==> config.mk <==
export PLATFORM = sky130hd
export DESIGN_NAME = master_arbiter_ctrl_flat
export DESIGN_NICKNAME = d
export VERILOG_FILES = /design/src/rtl/master_arbiter_ctrl_if.sv /design/src/rtl/master_arbiter_ctrl.sv /design/src/flat_wrapper.sv
export SDC_FILE = /design/constraint.sdc
export NUM_CORES = 1
export LEC_CHECK = 0
export ABC_AREA = 1
export CAP_MARGIN = 20
export CORE_ASPECT_RATIO = 0.6
export CORE_MARGIN = 2
export CORE_UTILIZATION = 45
export CTS_BUF_LIST = sky130_fd_sc_hd__clkbuf_8 sky130_fd_sc_hd__clkbuf_16
export DETAILED_ROUTE_END_ITERATION = 8
export PLACE_DENSITY = 0.71
export SYNTH_ARGS = -nofsm -noshare
export SYNTH_HDL_FRONTEND = slang
export SYNTH_SLANG_ARGS = --single-unit
==> constraint.sdc <==
create_clock -name clk -period 2.2 [get_ports clk]
set_clock_uncertainty 0.05 [all_clocks]
set_input_delay 0.22 -clock clk [delete_from_list [all_inputs] [get_ports clk]]
set_output_delay 0.22 -clock clk [all_outputs]
set_load 0.02 [all_outputs]
==> src/rtl/master_arbiter_ctrl_if.sv <==
// rtl/master_arbiter_ctrl_if.sv - master core and arbiter line signals of one master controller
interface master_arbiter_ctrl_if #(
  parameter int S_ID_WIDTH = 2
);
  logic                  req;
  logic [S_ID_WIDTH-1:0] slave_id;
  logic                  end_com;
  logic                  split;
  logic                  port_out;
  logic                  port_in;
  logic                  bus_granted;
  logic                  suspended;
  logic                  preempted;
  logic                  busy;

  modport master (
    output req, slave_id, end_com, split, port_out,
    input  port_in, bus_granted, suspended, preempted, busy
  );

  modport slave (
    input  req, slave_id, end_com, split, port_out,
    output port_in, bus_granted, suspended, preempted, busy
  );
endinterface

==> src/rtl/master_arbiter_ctrl.sv <==
// rtl/master_arbiter_ctrl.sv - serialises master control frames and decodes arbiter grant/preempt frames
module master_arbiter_ctrl #(
  parameter int S_ID_WIDTH = 2
) (
  input  logic                clk,
  input  logic                rstN,
  master_arbiter_ctrl_if.slave bus
);
  typedef enum logic [2:0] {
    S_IDLE, S_REQ_TX, S_WAIT_GRANT, S_ACK_TX,
    S_COMM, S_OVER_TX, S_HOLD_TX, S_SUSPENDED
  } state_t;

  typedef enum logic [1:0] {RX_IDLE, RX_CODE1, RX_CODE2} rx_state_t;

  state_t                state, state_d;
  rx_state_t             rx_state;
  logic [2:0]            cnt, cnt_d;
  logic                  pend, pend_d;
  logic                  hold_by_preempt;
  logic                  port_in_d;
  logic                  code_hi;
  logic                  grant_p, preempt_p;
  logic [S_ID_WIDTH-1:0] id_q;

  // Arbiter frame: start bit, then two code bits; pulses appear the cycle after the last code bit.
  always_ff @(posedge clk or negedge rstN) begin
    if (!rstN) begin
      rx_state  <= RX_IDLE;
      code_hi   <= 1'b0;
      grant_p   <= 1'b0;
      preempt_p <= 1'b0;
    end else begin
      grant_p   <= 1'b0;
      preempt_p <= 1'b0;
      case (rx_state)
        RX_IDLE:  if (bus.port_out) rx_state <= RX_CODE1;
        RX_CODE1: begin
          code_hi  <= bus.port_out;
          rx_state <= RX_CODE2;
        end
        RX_CODE2: begin
          grant_p   <= code_hi & bus.port_out;
          preempt_p <= code_hi & ~bus.port_out;
          rx_state  <= RX_IDLE;
        end
        default:  rx_state <= RX_IDLE;
      endcase
    end
  end

  always_comb begin
    state_d         = state;
    pend_d          = pend;
    hold_by_preempt = 1'b0;
    case (state)
      S_IDLE:       if (bus.req) state_d = S_REQ_TX;
      S_REQ_TX:     if (cnt == 3'd5) state_d = S_WAIT_GRANT;
      S_WAIT_GRANT: if (grant_p) state_d = S_ACK_TX;
      S_SUSPENDED:  if (grant_p) state_d = S_ACK_TX;
      S_ACK_TX: begin
        if (preempt_p) pend_d = 1'b1;
        if (cnt == 3'd2) state_d = S_COMM;
      end
      S_COMM: begin
        if (bus.end_com) begin
          state_d = S_OVER_TX;
          pend_d  = 1'b0;
        end else if (bus.split || pend || preempt_p) begin
          state_d         = S_HOLD_TX;
          hold_by_preempt = pend | preempt_p;
          pend_d          = 1'b0;
        end
      end
      S_OVER_TX:    if (cnt == 3'd3) state_d = S_IDLE;
      S_HOLD_TX:    if (cnt == 3'd3) state_d = S_SUSPENDED;
      default:      state_d = S_IDLE;
    endcase

    cnt_d = (state_d == state) ? cnt + 3'd1 : 3'd0;

    // port_in is registered, so the line level is derived from the state/bit being entered.
    case (state_d)
      S_REQ_TX:  port_in_d = (cnt_d == 3'd3) ? id_q[1] :
                             (cnt_d == 3'd4) ? id_q[0] : (cnt_d != 3'd5);
      S_ACK_TX:  port_in_d = (cnt_d != 3'd1);
      S_COMM:    port_in_d = 1'b1;
      S_OVER_TX: port_in_d = (cnt_d == 3'd1) || (cnt_d == 3'd2);
      S_HOLD_TX: port_in_d = (cnt_d == 3'd1);
      default:   port_in_d = 1'b0;
    endcase
  end

  always_ff @(posedge clk or negedge rstN) begin
    if (!rstN) begin
      state           <= S_IDLE;
      cnt             <= 3'd0;
      pend            <= 1'b0;
      id_q            <= '0;
      bus.port_in     <= 1'b0;
      bus.bus_granted <= 1'b0;
      bus.suspended   <= 1'b0;
      bus.preempted   <= 1'b0;
    end else begin
      state           <= state_d;
      cnt             <= cnt_d;
      pend            <= pend_d;
      if (state == S_IDLE && bus.req) id_q <= bus.slave_id;
      bus.port_in     <= port_in_d;
      bus.bus_granted <= (state_d == S_COMM);
      bus.suspended   <= (state_d == S_SUSPENDED);
      bus.preempted   <= hold_by_preempt;
    end
  end

  assign bus.busy = (state != S_IDLE);
endmodule

==> src/flat_wrapper.sv <==
// flat-port wrapper written by rule: the top's interface ports become plain ports
module master_arbiter_ctrl_flat 
#(
  parameter int S_ID_WIDTH = 2
)
  (clk, rstN, bus_req, bus_slave_id, bus_end_com, bus_split, bus_port_out, bus_port_in, bus_bus_granted, bus_suspended, bus_preempted, bus_busy);
  master_arbiter_ctrl_if #(.S_ID_WIDTH(S_ID_WIDTH)) bus_i ();
  input  logic clk;
  input  logic rstN;
  input wire logic [$bits(bus_i.req)-1:0] bus_req;
  input wire logic [$bits(bus_i.slave_id)-1:0] bus_slave_id;
  input wire logic [$bits(bus_i.end_com)-1:0] bus_end_com;
  input wire logic [$bits(bus_i.split)-1:0] bus_split;
  input wire logic [$bits(bus_i.port_out)-1:0] bus_port_out;
  output wire logic [$bits(bus_i.port_in)-1:0] bus_port_in;
  output wire logic [$bits(bus_i.bus_granted)-1:0] bus_bus_granted;
  output wire logic [$bits(bus_i.suspended)-1:0] bus_suspended;
  output wire logic [$bits(bus_i.preempted)-1:0] bus_preempted;
  output wire logic [$bits(bus_i.busy)-1:0] bus_busy;
  assign bus_i.req = bus_req;
  assign bus_i.slave_id = bus_slave_id;
  assign bus_i.end_com = bus_end_com;
  assign bus_i.split = bus_split;
  assign bus_i.port_out = bus_port_out;
  assign bus_port_in = bus_i.port_in;
  assign bus_bus_granted = bus_i.bus_granted;
  assign bus_suspended = bus_i.suspended;
  assign bus_preempted = bus_i.preempted;
  assign bus_busy = bus_i.busy;
  master_arbiter_ctrl #(.S_ID_WIDTH(S_ID_WIDTH)) u_core (.clk(clk), .rstN(rstN), .bus(bus_i));
endmodule
# Yosys cells after proc, flatten, opt, wreduce, memory -nomap -nowiden
# Cells that the tools add are included.
# totals
output_inout_bits	5
in_bits	8
register_bits	18
elab_cells	79
# op_classes
add_sub_neg	1
bitwise	4
n_eq_ne	28
muxes	24
reduce_logical	10
# ops
operator	n
3-bit equality test, second input constant	10
3-bit 2-to-1 mux	9
3-bit by 2-bit equality test with 1-bit output, second input constant	7
3-bit case mux with 7 select lines	1
1-bit 2-to-1 mux	10
3-bit by 1-bit equality test with 1-bit output, second input constant	3
1-bit case mux with 5 select lines	1
2-bit case mux with 2 select lines	1
3-bit by 1-bit adder with 3-bit output, second input constant	1
3-bit equality test	1
3-bit zero test	1
1-bit logical OR	3
3-bit by 1-bit != test with 1-bit output, second input constant	1
3-bit by 2-bit != test with 1-bit output, second input constant	1
3-bit != test, second input constant	1
3-bit AND reduction	1
3-bit nonzero test	1
1-bit AND	2
2-bit by 1-bit equality test with 1-bit output, second input constant	1
2-bit equality test, second input constant	1
2-bit zero test	1
2-bit 2-to-1 mux	1
2-bit by 1-bit != test with 1-bit output, second input constant	1
2-bit != test, second input constant	1
6 further kinds	6

# Logic depth before layout (Yosys ltp)
# depth
ltp_word	11
mapped_depth	13
depth_no_buf	13

# Worst setup path before layout
# Ideal clock, no wire load.
# synth_timing
path_type	register to register
from	register u_core.cnt[0]
to	register u_core.bus.port_in
required_ps	2024
stages_incl_launch_ff	13
setup_ps	126
period_less_slack_ps	1775
setup_slack_ps	425
arrival_time_ps	1599
n_path_buf	0
cell_sequence	dfrtp_1 ha_1 ha_1 nor2_1 nand2_1 nand3_2 o21bai_1 a21oi_4 nand3_1 nor2_1 nand2_1 nand3_1 nand3_1
# synth_via
elab_chain_len	9
word_cells_on_any_way	26
classes_between	add/sub (1); eq/ne (15); mux (9); reduce/logical (1)
# synth_lines
element	line	source
start: declaration	master_arbiter_ctrl.sv:18	logic [2:0] cnt, cnt_d;
start signal: assignment	master_arbiter_ctrl.sv:106	cnt <= cnt_d;
3-bit by 2-bit equality test with 1-bit output, or another cell as far along	master_arbiter_ctrl.sv:75, master_arbiter_ctrl.sv:76	
3-bit 2-to-1 mux, on equally long branches	--	
3-bit case mux with 7 select lines	master_arbiter_ctrl.sv:56	case (state)
3-bit equality test	master_arbiter_ctrl.sv:80	cnt_d = (state_d == state) ? cnt + 3'd1 : 3'd0;
3-bit 2-to-1 mux	master_arbiter_ctrl.sv:80	
3-bit != test or 3-bit equality test (tied branches)	master_arbiter_ctrl.sv:85	(cnt_d == 3'd4) ? id_q[0] : (cnt_d != 3'd5);
1-bit 2-to-1 mux	master_arbiter_ctrl.sv:85	
1-bit 2-to-1 mux	master_arbiter_ctrl.sv:84	S_REQ_TX: port_in_d = (cnt_d == 3'd3) ? id_q[1] :
1-bit case mux with 5 select lines *	master_arbiter_ctrl.sv:83	case (state_d)
via u_core.port_in_d	master_arbiter_ctrl.sv:21	logic port_in_d;
end signal: assignment	master_arbiter_ctrl.sv:109	bus.port_in <= port_in_d;
end: declaration	master_arbiter_ctrl_if.sv:23	output port_in, bus_granted, suspended, preempted, busy
# The timed path passes the listed nets; every way through them passes the cells marked *.
# A chain may end at the register's enable or synchronous reset.

# Worst setup path in the final report
# layout_timing
from	register u_core.state[1]
to	output port bus_busy
# layout_via
elab_chain_len	1
# layout_lines
element	line	source
start: declaration	master_arbiter_ctrl.sv:16	state_t state, state_d;
start signal: assignment	master_arbiter_ctrl.sv:105	state <= state_d;
3-bit nonzero test	master_arbiter_ctrl.sv:116	assign bus.busy = (state != S_IDLE);
end: declaration	flat_wrapper.sv:19	output wire logic [$bits(bus_i.busy)-1:0] bus_busy;
# No other way between the ends.

==> out/results.txt <==
The flow ran to the end, and the final reports show no timing, DRC or antenna violations. The logs give 1090 sq um for the netlist area before placement and 0.507 GHz for the maximum clock frequency. The overall track demand over capacity in global routing is 0.165, and the minimum clock period is 1.97 ns. In this run the power density over the cells is 1310 nW/um^2. 0 antenna diodes ended up in the layout. The cell with the largest stage delay on the worst path was clkdlybuf4s50_1. VDD sags by at most 0.000671 V. For the sequential cell area fraction in the yosys report, the log shows 0.412.

The run gives 867 as the via count. The type of the worst setup path was reg -> out. The worst relative slew slack was 0.736. In the final design database the tool counted 159 nets.

The run gives 0 as the number of maximum-capacitance violations. Walking the worst path, the cells encountered are nor3_1 > inv_1 > clkdlybuf4s50_1. The placed instances occupy a cell area of 1240 sq um. No sink is reached through more buffers than the 2 on the longest clock path. The detailed router finished its first iteration with 38 violations. The cell sitting at the root of the clock tree is a clkbuf_8.

Type of the most critical hold path: in -> async. For the area of all placed cells without fillers, the log shows 1290 sq um. By area the synthesized netlist is led by dfrtp_1 41%, nor2_1 7.6%, inv_1 7.2%, nand2_1 6.5%, ha_1 4.6%. In this run the core area contains 13 standard-cell rows. The proportion of register bits with asynchronous set or reset after synthesis was 1.00. The worst register-to-register path ends at u_core.bus.port_in$_DFF_PN0_. The run gives 813 as the number of global-route vias before repair. The startpoint class of the critical path is a flip-flop.

The top cell types in the final layout, fill and taps aside, are 22 x nor2_1, 21 x inv_1, 19 x nand2_1. The largest single stage delay on the critical path is 0.54 ns. The starting density of the core is 0.491, and the number of instances in the placed design is 172. The total overflow left after global routing is 0. From synthesis to final layout, the design area changed by 18.4%.

For the number of hold-slack violations in the final timing report, the log shows 0. The synthesized flop and latch total came out at 18. The tree built by TritonCTS fans out to 18 sinks. Share of the clock period used by the worst path: 0.896. TritonCTS built the clock tree.

The synthesized design spends more area on one cell type than any other, namely dfrtp_1. Entering global routing, the biggest net connects 19 pins. For this block, the routed nets add up to 1.98 mm of wire. The number of nets in the synthesized netlist is 143.

The most used flip-flop cell after synthesis is dfrtp_1. The area enclosed by the die boundary is 2850 sq um, and the final design utilization is 0.581. The post-detailed-route via-to-cell ratio works out to 4.93. The synthesized area divided by synthesized cell count came out at 8.35 sq um. The first-pass GRT wire length was 3.51 mm.

The leading cell type in the layout, fill and taps excluded is nor2_1. The post-CTS clock slew at the launch and capture registers of the worst setup and hold paths is 0.06 ns. The endpoint required time on the critical path was 1.93 ns; the count of flip-flops with a built-in enable after synthesis was 0.

After technology mapping, the gate count stands at 131. The tools report the number of cells in the finished layout apart from fillers as 176. Registers take 450 sq um. The worst setup path is captured at an output port.

After synthesis, the netlist uses 27 different library cells. The tools report the last weighted congestion value of the routability-driven placer as 0.814. The final max-slew violation count is 0.

In this run the worst path has a maximum fanout of 10. The layout cell share with drive strength beyond 1 was 0.178; the die outline height was 42.2 microns. Setup repair after global routing left no endpoint under its margin. Adding up every negative setup slack in the final design gives 0 ns. For the worst setup path, the data arrival time is 1.70 ns. Gates resized during post-CTS repair numbered 0. The leakage power of the design was 0.677 nW; the clock buffer count from CTS was 3. The core region area is 2230 sq um, and the number of post-CTS setup repair buffers is 0. The horizontal die dimension is 67.6 microns. Clock latency on the worst-skew pair, taken at its later pin, is 0.25 ns. The half-perimeter wire length after detailed placement was 1.56 mm; the proportion of netlist area held by the largest area contributor was 0.412. For the worst flop-to-flop path, the logic depth is 12. During placement, the flow inserted port buffers numbering 12. The startpoint identified for the worst register-to-register timing path is u_core.cnt[0]$_DFF_PN0_. The initial antenna violation count is 0. The tools report the filler cell count as 173.

The maximum level of the CTS H-tree is 1. The logs give 0 for the number of warnings reported in the yosys synthesis log and 0 for the count of endpoints failing setup in the final report. In this run the remaining antenna-violating nets after routing total 0. The tools report the boundary pin count as 13.

In the routed design, unresolved DRC markers number 0. The routed wire length per instance works out to 11.2 microns. For the pin with the worst max-slew slack, the measured transition is 0.395 ns.

For this design, the CTS-stage hold fixing added 0 buffers. Setup slack on the worst reg-to-reg path comes out at 0.24 ns. The first detailed-routing pass took 4 iterations. In the final layout, the multi-input gates occupy 526 sq um.
[where the power goes]
part	switching [mW]	total (mW)	internal, mW	leakage (nW)
clock	0.103	0.261	0.159	0.0288
sequential	0.0978	0.530	0.432	0.233
combinational	0.565	0.904	0.339	0.414
total	0.765	1.70	0.930	0.677
[stage by stage]
step                      setup WS, ns  hold WS, ns  power [mW]
after floorplan                  0.425       -0.126        1.22
after global placement           0.319        0.387        1.40
after detailed placement         0.263        0.413        1.43
after CTS                        0.241        0.248        1.70
after global routing           0.00449        0.275        1.85
final                            0.229        0.241        1.70
[state kept, by name (all words and copies together) (netlist names)]
signal	cells
u_core.bus.bus_granted	1
u_core.bus.port_in	1
u_core.bus.preempted	1
u_core.bus.suspended	1
u_core.cnt	3
u_core.code_hi	1
u_core.grant_p	1
u_core.id_q	2
u_core.pend	1
u_core.preempt_p	1
u_core.rx_state	2
u_core.state	3
[routing by layer]
metal	global-route usage	wire, microns	share of wire
met5	0	0	0
met4	0.0612	13	0.0066
met3	0.0376	83	0.042
met2	0.251	871	0.44
met1	0.228	1010	0.51
[synth_stat cells (3+ instances only)]
cell type and count:
inv_1 21, nand3_1 8, nand2_1 19, nor3_1 4, nor2_1 22, dfrtp_1 18
nor2_2 3, nand4_1 5, nand3_2 3, ha_1 4
[cell type report]
class	count	share of cell area
timing repair buffer	13	0.0986
tap	30	0.0290
inverter	25	0.0763
multi-input combinational	86	0.406
sequential	18	0.348
clock buffer	4	0.0425
[worst max path at each step]
| stage | cells after the start | slack, ns | endpoint | from |
|---|---|---|---|---|
| finish | 3 | 0.23 | bus_busy | u_core.state[1]$_DFF_PN0_ |
| global route | 12 | 0.004 | u_core.bus.port_in$_DFF_PN0_ | u_core.cnt[0]$_DFF_PN0_ |
| CTS | 3 | 0.24 | bus_busy | u_core.state[1]$_DFF_PN0_ |
| detailed placement | 12 | 0.26 | u_core.bus.port_in$_DFF_PN0_ | u_core.cnt[0]$_DFF_PN0_ |
| global placement | 12 | 0.32 | u_core.bus.port_in$_DFF_PN0_ | u_core.cnt[0]$_DFF_PN0_ |
| floorplan | 12 | 0.42 | u_core.bus.port_in$_DFF_PN0_ | u_core.cnt[0]$_DFF_PN0_ |
[kinds of logic after synthesis]
kind of cell	share of synthesized area
simple gates	0.355
buf+inv	0.108
flops	0.412
mux	0.0206
compound gates	0.0595
fa+ha+maj	0.0458
[critical path, delay by kind of cell (launching register included)]
kind	cells	cell delay, ns
buf+inv	2	0.62
flops	1	0.50
simple gates	1	0.33
(Power assumes the default switching activity.)
